===== src/rtl/segment_scan_decoder.sv =====
// segment_scan_decoder
// Watches a multiplexed seven-segment drive bus (segments plus one-hot digit
// enables). Each digit dwell is captured once it has held steady for
// STABLE_CYCLES samples. The glyph is decoded back to a BCD value and illegal
// patterns are flagged. A frame pulse marks a complete, fully legal scan of
// every digit position.
// Optional feature: define SEG_ALT_GLYPH_EN to also accept the alternate
// 6 / 7 / 9 glyph shapes.
module segment_scan_decoder #(
    parameter int DIGITS        = 4,
    parameter int STABLE_CYCLES = 3
) (
    input  logic                  clk,
    input  logic                  reset_n,
    input  logic [6:0]            seg,
    input  logic [DIGITS-1:0]     anode,
    output logic [4*DIGITS-1:0]   digits,
    output logic [DIGITS-1:0]     digit_valid,
    output logic                  err,
    output logic [2:0]            err_digit,
    output logic                  frame_valid
);

    localparam logic [3:0] STABLE = 4'(STABLE_CYCLES);

    typedef enum logic [1:0] {
        IDLE  = 2'd0,
        TRACK = 2'd1,
        HOLD  = 2'd2
    } state_t;

    state_t              state;
    state_t              state_next;

    logic [6:0]          seg_q;
    logic [6:0]          seg_p;
    logic [DIGITS-1:0]   anode_q;
    logic [DIGITS-1:0]   anode_p;

    logic [3:0]          count;
    logic [3:0]          count_next;

    logic                one_hot;
    logic                changed;
    logic                capture;
    logic                glyph_ok;
    logic [3:0]          glyph_val;
    logic [2:0]          index;

    logic [DIGITS-1:0]   seen;
    logic [DIGITS-1:0]   seen_next;
    logic                seen_full;
    logic [DIGITS-1:0]   valid_next;
    logic [4*DIGITS-1:0] digits_next;

    // Register the raw bus, and keep the previous registered sample for
    // stability comparison.
    always_ff @(posedge clk or negedge reset_n) begin
        if (!reset_n) begin
            seg_q   <= '0;
            anode_q <= '0;
            seg_p   <= '0;
            anode_p <= '0;
        end else begin
            seg_q   <= seg;
            anode_q <= anode;
            seg_p   <= seg_q;
            anode_p <= anode_q;
        end
    end

    // Classify the registered sample: one-hot enable, and whether it differs
    // from the sample before it.
    always_comb begin
        one_hot = (anode_q != '0) &&
                  ((anode_q & (anode_q - DIGITS'(1))) == '0);
        changed = (anode_q != anode_p) || (seg_q != seg_p);
    end

    // Position of the active digit enable, used for the error index.
    always_comb begin
        index = '0;
        for (int i = 0; i < DIGITS; i++) begin
            if (anode_q[i]) begin
                index = 3'(i);
            end
        end
    end

    // Map the registered segment pattern back to a BCD value.
    always_comb begin
        glyph_ok  = 1'b1;
        glyph_val = 4'd0;
        case (seg_q)
            7'b1111110: glyph_val = 4'd0;
            7'b0110000: glyph_val = 4'd1;
            7'b1101101: glyph_val = 4'd2;
            7'b1111001: glyph_val = 4'd3;
            7'b0110011: glyph_val = 4'd4;
            7'b1011011: glyph_val = 4'd5;
            7'b1011111: glyph_val = 4'd6;
            7'b1110000: glyph_val = 4'd7;
            7'b1111111: glyph_val = 4'd8;
            7'b1111011: glyph_val = 4'd9;
`ifdef SEG_ALT_GLYPH_EN
            7'b0011111: glyph_val = 4'd6;
            7'b1110010: glyph_val = 4'd7;
            7'b1110011: glyph_val = 4'd9;
`endif
            default:    glyph_ok  = 1'b0;
        endcase
    end

    // Dwell tracking: count identical one-hot samples and capture exactly once
    // per stable dwell; the counter saturates instead of wrapping.
    always_comb begin
        state_next = state;
        count_next = count;
        capture    = 1'b0;
        if (!one_hot) begin
            state_next = IDLE;
            count_next = '0;
        end else begin
            case (state)
                IDLE: begin
                    state_next = TRACK;
                    count_next = 4'd1;
                end
                TRACK: begin
                    if (changed) begin
                        count_next = 4'd1;
                    end else if (count >= STABLE - 4'd1) begin
                        count_next = STABLE;
                        capture    = 1'b1;
                        state_next = HOLD;
                    end else begin
                        count_next = count + 4'd1;
                    end
                end
                HOLD: begin
                    if (changed) begin
                        state_next = TRACK;
                        count_next = 4'd1;
                    end
                end
                default: begin
                    state_next = IDLE;
                    count_next = '0;
                end
            endcase
        end
    end

    // State and stability counter registers.
    always_ff @(posedge clk or negedge reset_n) begin
        if (!reset_n) begin
            state <= IDLE;
            count <= '0;
        end else begin
            state <= state_next;
            count <= count_next;
        end
    end

    // Next values of the decoded digits and their legality flags on capture;
    // an illegal glyph keeps the old value but drops the valid flag.
    always_comb begin
        digits_next = digits;
        valid_next  = digit_valid;
        for (int i = 0; i < DIGITS; i++) begin
            if (capture && anode_q[i]) begin
                if (glyph_ok) begin
                    digits_next[4*i +: 4] = glyph_val;
                    valid_next[i]         = 1'b1;
                end else begin
                    valid_next[i]         = 1'b0;
                end
            end
        end
    end

    // Frame bookkeeping: a full seen mask is evaluated and cleared one cycle
    // after it fills, while still accepting a capture landing in that cycle.
    always_comb begin
        seen_full = &seen;
        seen_next = seen_full ? '0 : seen;
        if (capture) begin
            seen_next = seen_next | anode_q;
        end
    end

    // Output registers: decoded values, error pulse and index, frame pulse.
    always_ff @(posedge clk or negedge reset_n) begin
        if (!reset_n) begin
            digits      <= '0;
            digit_valid <= '0;
            err         <= 1'b0;
            err_digit   <= '0;
            frame_valid <= 1'b0;
            seen        <= '0;
        end else begin
            digits      <= digits_next;
            digit_valid <= valid_next;
            err         <= capture && !glyph_ok;
            if (capture && !glyph_ok) begin
                err_digit <= index;
            end
            frame_valid <= seen_full && (&valid_next);
            seen        <= seen_next;
        end
    end

endmodule

===== config.mk =====
export PLATFORM = sky130hd
export DESIGN_NAME = segment_scan_decoder
export DESIGN_NICKNAME = d
export VERILOG_FILES = /design/src/rtl/segment_scan_decoder.sv
export SDC_FILE = /design/constraint.sdc
export NUM_CORES = 1
export LEC_CHECK = 0
export BUFFER_PORTS_ARGS = -buffer_cell sky130_fd_sc_hd__buf_2
export CAP_MARGIN = 30
export CELL_PAD_IN_SITES_DETAIL_PLACEMENT = 0
export CELL_PAD_IN_SITES_GLOBAL_PLACEMENT = 2
export CORE_UTILIZATION = 34
export CTS_CLUSTER_DIAMETER = 120
export DETAILED_ROUTE_END_ITERATION = 7
export PLACE_DENSITY = 0.81
export SYNTH_ARGS = -nofsm -noshare
export SYNTH_HDL_FRONTEND = slang
export SYNTH_SLANG_ARGS = --single-unit

===== constraint.sdc =====
create_clock -name clk -period 2.1 [get_ports clk]
set_clock_uncertainty 0.2 [all_clocks]
set_input_delay 0.42 -clock clk [delete_from_list [all_inputs] [get_ports clk]]
set_output_delay 0.42 -clock clk [all_outputs]
set_load 0.1 [all_outputs]

# Word level (Yosys, flattened, before mapping)
# Cells that the tools add are included.
# totals
ff_bits	57
in_bits	13
output_inout_bits	25
elab_cells	83
# classes
add_sub_neg	2
order_cmp	1
eq_ne	17
muxes	26
bitwise	2
reduce_logical	20
# ops
cell	n
$eq 7x7->1 const B	8
$pmux 4 s9	1
$mux 4	6
$eq 7x6->1 const B	2
$pmux 4 s3	1
$mux 1	11
$reduce_or 10->1	1
$ne 3x3->1 const B	3
$mux 2	4
$reduce_and 2->1	4
$reduce_and 4->1	2
$logic_and 1x1->1	7
$ne 7x7->1	1
$mux 3	2
$pmux 2 s3	1
$add 4x1->4 const B	1
$and 4x4->4	1
$ge 4x2->1 const B	1
$logic_not 4->1	1
$ne 4x4->1	1
$or 4x4->4	1
$reduce_bool 4->1	1
$sub 4x1->4 const B	1
$reduce_and 3->1	1
other kinds (5)	5

# Logic depth before layout (Yosys ltp)
# logic_depth
depth_word	9
ltp_mapped	9
depth_no_buf	8

# Worst setup path before layout
# No wires, ideal clock.
# synth_timing
path_type	reg2reg
start	register seg_q[0]
end	register digits[4]
setup_ns	0.125
arrival_ns	1.961
t_required_ns	1.775
path_slack_ns	-0.187
stages_incl_launch_ff	7
n_path_buf	1
synth_period_minus_slack_ns	2.287
path_cell_list	dfrtp_1 buf_6 or4b_4 o221ai_1 a211oi_1 nor3_2 mux2_2
# synth_between
elab_chain_cells	7
word_cells_on_any_way	20
classes_between	11 x eq/ne; 5 x mux; 4 x reduce/logical
# synth_lines
element	line	source
from (decl)	35	logic [6:0] seg_q;
from (signal assigned)	65	seg_q <= seg;
$ne 7x7->1	77	changed = (anode_q != anode_p) || (seg_q != seg_p);
$logic_or 1x1->1	77	
$mux 1	130	if (changed) begin
$mux 1	124	case (state)
$mux 1	120	if (!one_hot) begin
$logic_and 1x1->1	171	if (capture && anode_q[i]) begin
$reduce_and 2->1 (no line)	--	
to (signal assigned)	202	digits <= digits_next;
to (decl)	17	output logic [4*DIGITS-1:0] digits,
# Parallel ways exist; a longest one is shown, timed or not.
# A chain may end at the register's enable or synchronous reset.

# Worst setup path in the final report
# layout_timing
start	register count[1]
end	register frame_valid
# layout_between
elab_chain_cells	9
word_cells_on_any_way	15
classes_between	1 x order compare; 8 x mux; 6 x reduce/logical
# layout_lines
element	line	source
from (decl)	40	logic [3:0] count;
from (signal assigned)	161	count <= count_next;
$ge 4x2->1	132	end else if (count >= STABLE - 4'd1) begin
$mux 1	132	
$mux 1	130	
$mux 1	124	
$mux 1	120	
$logic_and 1x1->1	171	
$mux 1	171	
net valid_next[3]	53	logic [DIGITS-1:0] valid_next;
$reduce_and 4->1	208	frame_valid <= seen_full && (&valid_next);
$logic_and 1x1->1	208	
to (signal assigned)	208	
to (decl)	21	output logic frame_valid
# The timed path passes the listed nets, and every way through them passes these cells.

==> tab_implementation.tex <==
\begin{tabular}{lr}
\hline
Metric & Value \\
\hline
\multicolumn{2}{l}{\textbf{Route}} \\
\quad Ratio of routed vias to standard cells & 4.747 \\
\quad WL/cell & roughly 14 um \\
\quad DRC marker count from the first detailed-route iteration & 75 \\
\quad Vias & 1894 \\
\quad Post-route DRC violation count & 0 \\
\quad Router iterations before antenna repair & 4 \\
\quad Residual antenna-violating net count after detailed routing & 0 \\
\quad Post-detailed-routing wire length & between 5 and 6 mm \\
\multicolumn{2}{l}{\textbf{Worst hold path}} \\
\quad Source of the worst hold timing path & seg[1] \\
\quad Min-delay worst type & input port to register \\
\quad Endpoint with the worst hold slack & seg\_q[1] \\
\quad Cell depth of the worst hold path & 1 \\
\multicolumn{2}{l}{\textbf{Finish}} \\
\quad Synthesis-to-finish area growth & 49.04\% \\
\quad Post-layout net count & between 300 and 400 \\
\quad Share of layout cells above drive strength 1 & 0.5644 \\
\quad Layout Utilization & 0.5333 \\
\quad Final instance count without filler cells & roughly 400 \\
\quad Ant. Diodes & 0 \\
\quad Area of all placed cells without fillers & about 3700 um\^{}2 \\
\multicolumn{2}{l}{\textbf{Floorplan}} \\
\quad Die width & approximately 87 um \\
\quad Vertical die dimension & 87.49 um \\
\quad Row count & 30 \\
\quad Initial standard-cell utilization of the core & 0.3578 \\
\quad Num ports & 38 \\
\quad Area of the die & 7655 um\^{}2 \\
\quad Core Box Area & just under 7000 um\^{}2 \\
\multicolumn{2}{l}{\textbf{Timing}} \\
\quad RSZ-0062 raised after global routing & yes \\
\quad Highest attainable clock frequency & $\sim$0.44 GHz \\
\quad Smallest hold slack & between 0.02 and 0.025 ns \\
\quad Max transition margin & 0.6679 \\
\quad Least-Margin Pin Slew & approximately 0.49 ns \\
\quad Total negative slack for setup checks & -1.680 ns \\
\quad Final count of pins violating max slew & 0 \\
\quad Number of setup violations in the final report & 17 \\
\quad Post-layout worst setup margin & -0.1502 ns \\
\quad Number of hold violations in the final report & 0 \\
\quad Share of the clock period used by the worst path after layout & 1.072 \\
\quad Min cycle time layout & between 2 and 2.5 ns \\
\multicolumn{2}{l}{\textbf{Clock tree}} \\
\quad H-tree Lvls & 2 \\
\quad Cell at the root of the clock tree & clkbuf\_8 \\
\quad Sinks on the clock net & 56 \\
\quad Clock buffers created by TritonCTS & 5 \\
\quad TritonCTS clock tree & built \\
\quad Clock latency on the worst-skew pair & $\sim$0.30 ns \\
\quad Clock slew seen by the registers of the worst setup and hold paths & 0.10 ns \\
\quad Deepest clock path buffer count & 2 \\
\multicolumn{2}{l}{\textbf{Worst setup path}} \\
\quad Worst r2r path cells & 7 \\
\quad Endpoint type of the worst setup path & register \\
\quad CP cell instances & ha\_2 -> or4\_4 -> and3\_4 -> nand4\_1 -> mux2\_4 -> nand2\_2 -> and4bb\_1 \\
\quad Cell type of the slowest stage on the worst timing path & or4\_4 \\
\quad Data required, critical path & about 2.1 ns \\
\quad Data arrival time of the worst path & 2.25 ns \\
\quad Crit path max fanout & 4 \\
\quad FF-to-FF setup slack & -0.15 ns \\
\quad Type of the worst setup path & register to register \\
\quad Critical register-to-register path startpoint & count[1] \\
\quad Endpoint of the lowest-slack register-to-register path & frame\_valid \\
\quad Category of the worst setup path launch point & register \\
\quad Worst path max stage delay & $\sim$0.45 ns \\
\multicolumn{2}{l}{\textbf{Yosys}} \\
\quad FF+latch count, synth & 56 \\
\quad Async set-reset flop share out of synthesis & 1.000 \\
\quad Gate count after technology mapping & $\sim$200 \\
\quad Largest cells by area after synthesis & dfrtp\_1, mux2\_2, xor2\_1, mux2\_1, nand2\_1 \\
\quad Area of the mapped netlist & between 2000 and 2500 um\^{}2 \\
\quad Yosys synthesis warning count & 0 \\
\quad Synth area leader & dfrtp\_1 \\
\quad Number of enable flip-flop cells after synthesis & 0 \\
\quad Net count of the mapped netlist & 217 \\
\quad Main flop type after synthesis & dfrtp\_1 \\
\quad Distinct cell type count after synthesis & 49 \\
\quad Syn\_area\_per\_cell & between 10 and 15 um\^{}2 \\
\quad Fraction of the yosys area taken by sequential cells & 0.5639 \\
\quad Synth top area share & 0.5639 \\
\multicolumn{2}{l}{\textbf{Power}} \\
\quad Max VDD drop & around 310 uV \\
\quad Ratio of total power to cell area & 557.1 nW/um\^{}2 \\
\quad Power, Total & 2.063 mW \\
\quad Lkg Pwr & 1.827 nW \\
\multicolumn{2}{l}{\textbf{Outcome}} \\
\quad Run status & finished, violations left \\
\quad Violations in the final reports & negative setup slack \\
\multicolumn{2}{l}{\textbf{GRT}} \\
\quad Maximum number of pins on one net before global-route repair & 57 \\
\quad GR Overflow Total & 0 \\
\quad Via count of the first global-routing pass & about 1900 \\
\quad Overall track demand over capacity in global routing & 0.1592 \\
\quad Initial antenna violation count & 0 \\
\quad Global-route wire length before repair & about 9.2 mm \\
\multicolumn{2}{l}{\textbf{Placement}} \\
\quad Placement Setup Slack & -0.2649 ns \\
\quad Cell count after placement & around 360 \\
\quad Sum of net half-perimeters after detailed placement & around 3.8 mm \\
\quad Placer's final routability congestion estimate & 0.7786 \\
\quad Count of port buffers added during placement & 36 \\
\quad Placement Cell Area & around 3100 um\^{}2 \\
\multicolumn{2}{l}{\textbf{Job}} \\
\quad Max-cap violation count & 0 \\
\hline
\end{tabular}
==> worst max path at each step <==
stage,start,end,slack [ns],cells after the start
after floorplan,seg_q[1],digits[0],-0.18,6
after global placement,seg_q[1],digits[7],-0.20,7
after detailed placement,anode_q[3],digits[4],-0.26,6
after CTS,count[1],frame_valid,-0.14,7
after global routing,seg_q[0],frame_valid,-0.23,7
final,count[1],frame_valid,-0.15,7
==> area by class of cell <==
type	instances	area, um^2
Clock buffer	5	68.82
Fill cell	599	3241
Sequential cell	56	1409
Inverter	5	18.77
Tap cell	96	120.1
Clock inverter	3	42.54
Timing Repair Buffer	106	770.7
Multi-Input combinational cell	128	1274
==> critical path: cells and delay by family, from the launching register on <==
family	cells	cell delay, ns
flops	1	0.42
mux	1	0.33
simple gates	5	1.00
fa+ha+maj	1	0.19
==> cell usage after synthesis (3+ instances only) <==
cell / count
o31ai_1: 3
dfrtp_1: 56
nand4b_1: 3
a21o_1: 3
nor4b_1: 3
nor2_1: 8
nand2_1: 20
buf_6: 3
nand3_1: 4
mux2_1: 8
xor2_1: 12
nand4_1: 5
a21oi_1: 6
buf_2: 6
nor2b_1: 4
inv_1: 5
clkbuf_1: 3
mux2_2: 10
nor3_2: 3
==> sequential cells by signal, summed over array words and instances (netlist names) <==
register / cells
digits: 16
seg_p: 7
seg_q: 7
anode_p: 4
anode_q: 4
count: 4
digit_valid: 4
seen: 4
err_digit: 2
state: 2
err: 1
frame_valid: 1
==> cells in the final DEF (no fill, tap or decap), drive strengths merged, types with 2 or more instances in the layout <==
| master | n |
|---|---|
| xor2 | 13 |
| nand4b | 4 |
| and3 | 3 |
| o31ai | 3 |
| clkbuf | 5 |
| nand4 | 5 |
| a21oi | 6 |
| nor2b | 4 |
| nor4b | 3 |
| dlygate4sd3 | 9 |
| a211oi | 2 |
| ha | 2 |
| nand2 | 20 |
| inv | 5 |
| buf | 97 |
| nor4 | 3 |
| or3b | 2 |
| nor3 | 3 |
| o21ai | 2 |
| dfrtp | 56 |
| mux2 | 18 |
| nor2 | 9 |
| nand3 | 6 |
| a21o | 3 |
==> power breakdown <==
part	total (mW)	internal (mW)	switching, mW	leakage (nW)
sequential	1.13	1.10	0.0274	0.724
combinational	0.243	0.120	0.123	1.05
clock	0.690	0.353	0.336	0.0541
==> logic make-up after synthesis <==
group                      after synthesis  share of synthesized area
adders and majority gates                2                    0.01007
AOI/OAI and AO/OA                       25                    0.07000
buffers and inverters                   18                    0.04079
and+or+nand+nor                         69                     0.1833
DFF                                     56                     0.5639
xor gates and xnor gates                13                    0.04884
muxes                                   18                    0.08157
other                                    1                   0.001509
==> timing repair <==
| action | in CTS | in global routing |
|---|---|---|
| hold endpoints to repair | 56 | 8 |
| pin swaps | 12 | 16 |
| endpoints found under the setup margin | 21 | 24 |
| setup buffers | 16 | 8 |
| hold buffers | 1 | 8 |
| gates resized for setup | 57 | 19 |
==> per-layer routing <==
layer	vias to the layer above	global-route usage	wire length (um)	part of all wire
li1	905	-	-	-
met1	944	0.2146	2618	0.47
met2	39	0.2592	2680	0.48
met3	6	0.03697	216	0.039
met4	0	0.04024	58	0.010
met5	-	0	0	0
Note: power is estimated with default switching activity, not from simulation.
